--- src/rtl/flag_cond_unit.sv ---
// rtl/flag_cond_unit.sv - NZCV flag register with one-cycle condition evaluation and failed-condition counter
module flag_cond_unit #(
    parameter int BYPASS = 1,
    parameter int CNTW   = 16
) (
    input  logic            clk,
    input  logic            rst,
    input  logic [3:0]      flags_in,
    input  logic            flags_we,
    input  logic [3:0]      cond,
    input  logic            cond_valid,
    input  logic            stall,
    input  logic            flush,
    output logic [3:0]      flags_q,
    output logic            exec_out,
    output logic            exec_valid,
    output logic [CNTW-1:0] skip_cnt
);

    logic [3:0]      flag_reg_q,   flag_reg_d;
    logic            exec_out_q,   exec_out_d;
    logic            exec_valid_q, exec_valid_d;
    logic [CNTW-1:0] skip_cnt_q,   skip_cnt_d;

    logic [3:0] eff_flags;
    logic       n_f, z_f, c_f, v_f;
    logic       pass;
    logic       cnt_sat;

    // A flag write in the same cycle is newer than the register, so forward it when enabled
    assign eff_flags = ((BYPASS != 0) && flags_we) ? flags_in : flag_reg_q;
    assign {n_f, z_f, c_f, v_f} = eff_flags;
    assign cnt_sat = &skip_cnt_q;

    always_comb begin
        pass = 1'b1;
        case (cond)
            4'h0: pass = z_f;
            4'h1: pass = !z_f;
            4'h2: pass = c_f;
            4'h3: pass = !c_f;
            4'h4: pass = n_f;
            4'h5: pass = !n_f;
            4'h6: pass = v_f;
            4'h7: pass = !v_f;
            4'h8: pass = c_f && !z_f;
            4'h9: pass = !c_f || z_f;
            4'hA: pass = (n_f == v_f);
            4'hB: pass = (n_f != v_f);
            4'hC: pass = !z_f && (n_f == v_f);
            4'hD: pass = z_f || (n_f != v_f);
            default: pass = 1'b1;
        endcase
    end

    always_comb begin
        flag_reg_d   = flag_reg_q;
        exec_out_d   = exec_out_q;
        exec_valid_d = exec_valid_q;
        skip_cnt_d   = skip_cnt_q;
        // The committing instruction is older than a flushed one, so flush does not block the write
        if (flags_we && !stall) begin
            flag_reg_d = flags_in;
        end
        if (flush) begin
            exec_valid_d = 1'b0;
            exec_out_d   = 1'b0;
        end else if (!stall) begin
            exec_valid_d = cond_valid;
            exec_out_d   = cond_valid && pass;
            if (cond_valid && !pass && !cnt_sat) begin
                skip_cnt_d = skip_cnt_q + CNTW'(1);
            end
        end
    end

    always_ff @(posedge clk) begin
        if (rst) begin
            flag_reg_q   <= 4'b0000;
            exec_out_q   <= 1'b0;
            exec_valid_q <= 1'b0;
            skip_cnt_q   <= '0;
        end else begin
            flag_reg_q   <= flag_reg_d;
            exec_out_q   <= exec_out_d;
            exec_valid_q <= exec_valid_d;
            skip_cnt_q   <= skip_cnt_d;
        end
    end

    assign flags_q    = flag_reg_q;
    assign exec_out   = exec_out_q;
    assign exec_valid = exec_valid_q;
    assign skip_cnt   = skip_cnt_q;

endmodule

--- config.mk ---
export PLATFORM = sky130hd
export DESIGN_NAME = flag_cond_unit
export DESIGN_NICKNAME = d
export VERILOG_FILES = /design/src/rtl/flag_cond_unit.sv
export SDC_FILE = /design/constraint.sdc
export NUM_CORES = 1
export LEC_CHECK = 0
export ABC_CLOCK_PERIOD_IN_PS = 7150
export CAP_MARGIN = 25
export CORE_MARGIN = 8
export CORE_UTILIZATION = 51
export CTS_BUF_LIST = sky130_fd_sc_hd__clkbuf_16
export DETAILED_ROUTE_END_ITERATION = 12
export PLACE_DENSITY = 0.9
export SLEW_MARGIN = 20
export SYNTH_ARGS = -nofsm -noshare
export SYNTH_HDL_FRONTEND = slang
export SYNTH_SLANG_ARGS = --single-unit
export TNS_END_PERCENT = 5
--- constraint.sdc ---
create_clock -name clk -period 7.15 [get_ports clk]
set_clock_uncertainty 0.2 [all_clocks]
set_input_delay 1.43 -clock clk [delete_from_list [all_inputs] [get_ports clk]]
set_output_delay 1.43 -clock clk [all_outputs]
set_load 0.005 [all_outputs]
==> results of run 1 <==
==> layout make-up <==
class                      instances  area [sq um]  area share [%]
clock inverter                     1          30.0            1.71
clock buffer                       3          75.1            4.28
sequential                        22           440            25.1
tap                               30          37.5            2.14
inverter                           5          18.8            1.07
multi-input combinational        115           793            45.3
timing repair buffer              36           358            20.4
==> sequential cells by signal (all words and copies together) (netlist names) <==
register,count
exec_valid,1
skip_cnt,16
exec_out,1
flags_q,4
==> report_power, final <==
part / internal, mW / leakage (nW) / switching (mW)
registers: 0.124 / 0.178 / 0.00172
logic: 0.0201 / 0.376 / 0.0206
clock network: 0.111 / 0.0511 / 0.0435
total: 0.256 / 0.605 / 0.0658
==> cell usage after synthesis, types with 2 or more instances <==
library cell  count  share of area [%]
a21oi_1           9                3.5
nand2_1           7                2.0
mux2_2           11                9.5
nor2_1           15                4.3
nand2b_1          2               0.96
nand4_1           5                2.4
mux2i_1           7                5.4
nor3_1            4                1.5
xnor2_1           4                2.7
o21ai_0           5                1.9
or4_1             5                2.9
nand3_1           3                1.2
clkbuf_1          5                1.4
and4_1            2                1.4
nor4_1            5                2.4
or3_1             5                2.4
inv_1             5                1.4
o31ai_1           3                1.7
and2_1            3                1.4
dfxtp_1          22                 34
nor2b_1          10                4.8
buf_6             2                1.7
==> worst max path at each step <==
stage / endpoint / depth (start not counted) / slack (ns) / start
after global placement: skip_cnt[5]$_SDFFE_PP0P_ / 7 / 2.76 / flags_we
after floorplan: skip_cnt[7]$_SDFFE_PP0P_ / 8 / 3.38 / flags_we
after global routing: skip_cnt[13]$_SDFFE_PP0P_ / 7 / 2.84 / flags_we
after detailed placement: skip_cnt[9]$_SDFFE_PP0P_ / 7 / 2.70 / flags_we
after CTS: skip_cnt[13]$_SDFFE_PP0P_ / 7 / 2.97 / flags_we
final: skip_cnt[13]$_SDFFE_PP0P_ / 7 / 2.95 / flags_we
==> critical path: cells and delay by family <==
kind	cells	cell delay [ns]
AO/OA/AOI/OAI	1	0.35
XOR/XNOR	1	0.14
buffers and inverters	1	0.64
multiplexers	3	1.23
AND/OR/NAND/NOR	1	0.34
==> per-stage QoR <==
step	instances	total power [mW]	setup slack [ns]
2_1_floorplan	150	0.155	3.38
3_3_place_gp	207	0.167	2.76
3_5_place_dp	208	0.169	2.70
4_1_cts	212	0.325	2.97
5_1_grt	212	0.335	2.84
6_report	212	0.321	2.95
==> cell families after synthesis <==
logic type	count (synthesis)	share of synthesized area (%)
AND/OR/NAND/NOR	68	29.1
AO/OA/AOI/OAI	22	10.5
flip-flops	22	33.9
multiplexers	20	17.8
buffers and inverters	13	4.92
XOR/XNOR	4	2.70
adder cells (fa/ha/maj)	1	0.964
==> placed cells by master (no fill, tap or decap), types with 4 or more instances in the layout <==
cell type / n
nand2_1: 7
or3_1: 5
nand4_1: 5
mux2i_1: 7
or4_1: 5
o21ai_0: 5
a21oi_1: 9
nor2b_1: 10
nor4_1: 5
dfxtp_1: 22
xnor2_1: 4
mux2_2: 11
nor2_1: 15
nor3_1: 4
inv_1: 5
clkdlybuf4s50_1: 35
==> routing by layer <==
metal	wire [um]	global-route usage, %
met1	1390	18.2
met2	1610	26.8
met3	302	5.08
met4	28	5.60
met5	0	0
==> impl_results.md, run 1 <==
* Post-DR vias/cell at approximately 6
* Fin. Hold Viols at 0
* RSZ-0062 raised after global routing: false
* Post-CTS sizing at 0
* DIE WIDTH at roughly 66 um
* Antenna Diode Count at 0
* Critical-path top delay cell: clkdlybuf4s50_1
* Die area at between 4000 and 5000 sq um
* Initial antenna violation count at 0
* Dpl hpwl at roughly 2.5 mm
* First-pass GRT wire length at around 5.7 mm
* PwrDens at 183 nW/um^2
* Maximum VDD drop at 0.119 mV
* Crit path launch type: input port
* Fin Hold WS at just under 0.3 ns
* Final Util at between 70% and 80%
* CP Class: in -> reg
* Worst slew pin tran at around 1 ns
* Syn-to-layout area delta at 35.1%
* CTS HTree Levels at 1
* Post-CTS Setup Inserts at 0
* Hold path depth at 2
* Critical path peak fanout at 23
* Worst skew pair latency at ~0.26 ns
* DR vias at between 1k and 1.5k
* Worst hold endpoint: skip_cnt[6]$_SDFFE_PP0P_
* Post-synth EDFFs at 0
* Cell mode on critical path: mux2_2
* Setup TNS at 0 ns
* Status: completed
* Buffers on Ports at 35
* R2R Path End: skip_cnt[15]$_SDFFE_PP0P_
* Final Cell Area at 1750 sq um
* CP peak stage delay at around 0.64 ns
* Slew HR at 33.0%
* Final Setup Violations at 0
* Crit-path cells: clkdlybuf4s50_1 -> mux2_2 -> mux4_2 -> xnor2_1 -> a32o_2 -> nor4_1 -> mux2_2
* Synthesis Warnings at 0
* FFs w/ async S/R, synth at 0%
* Primary FF master, synth: dfxtp_1
* CTS tree: done
* FF-to-FF path depth at 8
* Die height at 66.4 um
* Total gr overflow at 0
* Nets at 198
* Remaining DRCs at 0
* CTS max path bufs at 2
* Starting density of the core at approximately 53%
* Pre-antenna DRT Iters at 4
* Filler Cells Inserted at 187
* Yosys cell types at 33
* Max_cap viols at 0
* Clk sinks at 22
* Area after DPL at approximately 1600 sq um
* Wire length per cell at 15.7 um
* Worst min-delay path startpoint: skip_cnt[6]$_SDFFE_PP0P_
* Synth Cell Area at between 1000 and 1500 sq um
* Yosys reg bits at 22
* Final GP Congestion at about 0.86
* Sequential share of the synthesized area at 33.9%
* Clk root buf: clkbuf_16
* CTS Buf Count at 3
* Part of the cycle the worst path needs at between 50% and 60%
* Max-slew violation count at 0
* Crit path required time at 7.09 ns
* Core area at ~2500 sq um
* Share of layout cells above drive strength 1 at between 10% and 20%
* P_leak at roughly 0.60 nW
* Fin crit period at about 4.2 ns
* Pin count of the biggest net entering global routing at 32
* Critical path capture point type: flop
* Syn Nets at 165
* Num ports at 36
* Syn Inst Count at 150
* Type of the worst min-delay path: reg -> reg
* Clk slew on worst S/H paths at roughly 0.06 ns
* Vias in the first global route at 1206
* Hold buffer count at cts at 0
* Total GRT Usage at 15.8%
* Initial drt markers at about 70
* Total Wirelength at between 3 and 4 mm
* Crit path DAT at 4.14 ns
* Setup slack, reg-to-reg at 4.46 ns
* Mean post-synth cell area at 8.65 sq um
* Worst flop-to-flop path startpoint: skip_cnt[0]$_SDFFE_PP0P_
* Row count at 18
* Fmax at 238 MHz
* Routed Antenna Nets at 0
Power figures use the tool's default switching activity.
==> inputs of run 2 (changes only) <==
--- a/config.mk
+++ b/config.mk
@@ -5,13 +5,13 @@
 export SDC_FILE = /design/constraint.sdc
 export NUM_CORES = 1
 export LEC_CHECK = 0
-export ABC_CLOCK_PERIOD_IN_PS = 7150
+export ABC_CLOCK_PERIOD_IN_PS = 3600
 export CAP_MARGIN = 25
 export CORE_MARGIN = 8
-export CORE_UTILIZATION = 51
+export CORE_UTILIZATION = 43
 export CTS_BUF_LIST = sky130_fd_sc_hd__clkbuf_16
 export DETAILED_ROUTE_END_ITERATION = 12
-export PLACE_DENSITY = 0.9
+export PLACE_DENSITY = 0.82
 export SLEW_MARGIN = 20
 export SYNTH_ARGS = -nofsm -noshare
 export SYNTH_HDL_FRONTEND = slang
==> constraint.sdc (replaced) <==
create_clock -name clk -period 3.6 [get_ports clk]
set_clock_uncertainty 0.2 [all_clocks]
set_input_delay 0.72 -clock clk [delete_from_list [all_inputs] [get_ports clk]]
set_output_delay 0.72 -clock clk [all_outputs]
set_load 0.005 [all_outputs]
==> run 2 against run 1 <==
Utilization decreased by 11 points. Die area increased by 14%. Critical path type unchanged. Non-clock buffer count increased by 4. Worst hold slack improved by 0.0083 ns. Via count decreased by 0.71%. Sequential power increased by 98%. Highest routed layer unchanged. Largest cell class unchanged.
==> impl_results.md, run 2 (synthesis results as in run 1) <==
* Status: completed
* CTS HTree Levels at 1
* Clk slew on worst S/H paths at roughly 0.060 ns
* Clk root buf: clkbuf_16
* CP Class: in -> reg
* Final Setup Violations at 0
* CTS Buf Count at 3
* DIE WIDTH at 70.9 um
* Worst min-delay path startpoint: skip_cnt[6]$_SDFFE_PP0P_
* Vias in the first global route at around 1.2k
* Fmax at ~290 MHz
* Part of the cycle the worst path needs at a little over nine tenths
* Critical path capture point type: flop
* Share of layout cells above drive strength 1 at between 10 and 15%
* Sw Share at a little over a fifth
* Initial drt markers at 41
* Final Util at between 60% and 70%
* Starting density of the core at between 40% and 50%
* Crit path required time at ~3.6 ns
* Worst hold endpoint: skip_cnt[6]$_SDFFE_PP0P_
* Die height at about 71 um
* Commonest non-fill, non-tap cells in the layout: 35 x clkdlybuf4s50_1, 22 x dfxtp_1, 15 x nor2_1
* Die area at between 5000 and 6000 sq um
* Hold path depth at 2
* Fin. Hold Viols at 0
* CTS max path bufs at 2
* Core area at slightly below 3000 sq um
* Max-slew violation count at 0
* Comb power frac at a little over an eighth
* Pint at a little over 500 uW
* Worst slew pin tran at 0.774 ns
* FF-to-FF path depth at 6
* PwrDens at about 360 nW/um^2
* Type of the worst min-delay path: reg -> reg
* Remaining DRCs at 0
* Wire length per cell at 15.7 um
* Pre-antenna DRT Iters at 4
* Initial antenna violation count at 0
* Clock power frac at a little under half
* Max_cap viols at 0
* Syn-to-layout area delta at 37.7%
* RSZ-0062 raised after global routing: false
* Maximum VDD drop at about 0.24 mV
* R2R Path End: skip_cnt[13]$_SDFFE_PP0P_
* Crit path launch type: input port
* P_leak at approximately 0.62 nW
* Setup TNS at 0 ns
* Slew HR at roughly 48%
* Post-CTS Setup Inserts at 0
* Num ports at 36
* Row count at 20
* Pin count of the biggest net entering global routing at 25
* Total Wirelength at 3.43 mm
* Pwr Total at around 650 uW
* Hold buffer count at cts at 0
* Dpl hpwl at between 2 and 3 mm
* Worst flop-to-flop path startpoint: flags_q[0]$_SDFFE_PP0P_
* Setup slack, reg-to-reg at about 0.96 ns
* Max FFs per register at 16
* Fin crit period at between 3 and 4 ns
* DR vias at ~1.3k
* Buffers on Ports at 35
* CTS tree: done
* Nets at 202
* Post-CTS sizing at 0
* Worst skew pair latency at roughly 0.26 ns
* Critical path peak fanout at 19
* Total GRT Usage at between 10% and 20%
* Antenna Diode Count at 0
* First-pass GRT wire length at ~5.7 mm
* Crit path DAT at approximately 3.4 ns
* Leading cell type in the layout, fill and taps excluded: clkdlybuf4s50_1
* NetSw at around 140 uW
* Total gr overflow at 0
* Clk sinks at 22
* Post-DR vias/cell at 5.77
* Routed Antenna Nets at 0
* Final GP Congestion at 0.854
* Seq pwr share at 38.5%
==> run 2: cell types whose count changed in the layout (fill, tap and decap cells not counted), sizes merged <==
cell,before,now
buf,1,5
==> run 2: how the worst max path moves through the flow <==
| stage | from | to |
|---|---|---|
| 6_report | flags_we | skip_cnt[13]$_SDFFE_PP0P_ |
| 2_1_floorplan | flags_we | skip_cnt[7]$_SDFFE_PP0P_ |
| 3_3_place_gp | flags_we | skip_cnt[10]$_SDFFE_PP0P_ |
| 5_1_grt | flags_we | skip_cnt[13]$_SDFFE_PP0P_ |
| 4_1_cts | flags_we | skip_cnt[13]$_SDFFE_PP0P_ |
| 3_5_place_dp | flags_we | skip_cnt[13]$_SDFFE_PP0P_ |
==> run 2: cell type report <==
type                            count  area [sq um]
Sequential cell                    22           440
Inverter                            5          18.8
Clock inverter                      1          30.0
Clock buffer                        3          75.1
Timing Repair Buffer               40           388
Fill cell                         281          1170
Tap cell                           33          41.3
Multi-Input combinational cell    115           793
==> run 2: power by group through the flow <==
stage	Clock, mW	Sequential, mW	Combinational, mW
floorplan	0	0.256	0.0513
global placement	0	0.256	0.0838
detailed placement	0	0.256	0.0882
CTS	0.318	0.250	0.0890
global route	0.325	0.251	0.0980
finish	0.311	0.250	0.0888
==> run 2: per-layer routing <==
metal  wire, um  up-vias  global-route usage (%)
met3        258        7                    4.66
met4         70        0                    5.08
met5          0        -                       0
met2       1630       46                    22.2
met1       1480      585                    15.7
li1           -      626                       -
==> run 2: worst max-delay path: stages <==
cell,delay [ns]
clkdlybuf4s50_1,0.60
mux2_2,0.38
mux4_2,0.49
xnor2_1,0.14
a32o_2,0.34
nor4_1,0.35
mux2_2,0.37
==> run 2: metrics by stage <==
stage | area [sq um] | cells | setup slack (ns) | hold slack, ns
finish | 1790 | 219 | 0.139 | 0.303
global route | 1790 | 219 | 0.0385 | 0.331
CTS | 1790 | 219 | 0.137 | 0.305
detailed placement | 1680 | 215 | -0.129 | 0.297
global placement | 1680 | 215 | -0.0282 | 0.288
floorplan | 1300 | 150 | 0.537 | 0.277
==> inputs of run 3 (changes only) <==
--- a/config.mk
+++ b/config.mk
@@ -12,7 +12,6 @@
 export CTS_BUF_LIST = sky130_fd_sc_hd__clkbuf_16
 export DETAILED_ROUTE_END_ITERATION = 12
 export PLACE_DENSITY = 0.82
-export SLEW_MARGIN = 20
 export SYNTH_ARGS = -nofsm -noshare
 export SYNTH_HDL_FRONTEND = slang
 export SYNTH_SLANG_ARGS = --single-unit
==> results of run 3 <==
Final layout, timing and power as in run 2 (identical DEF).
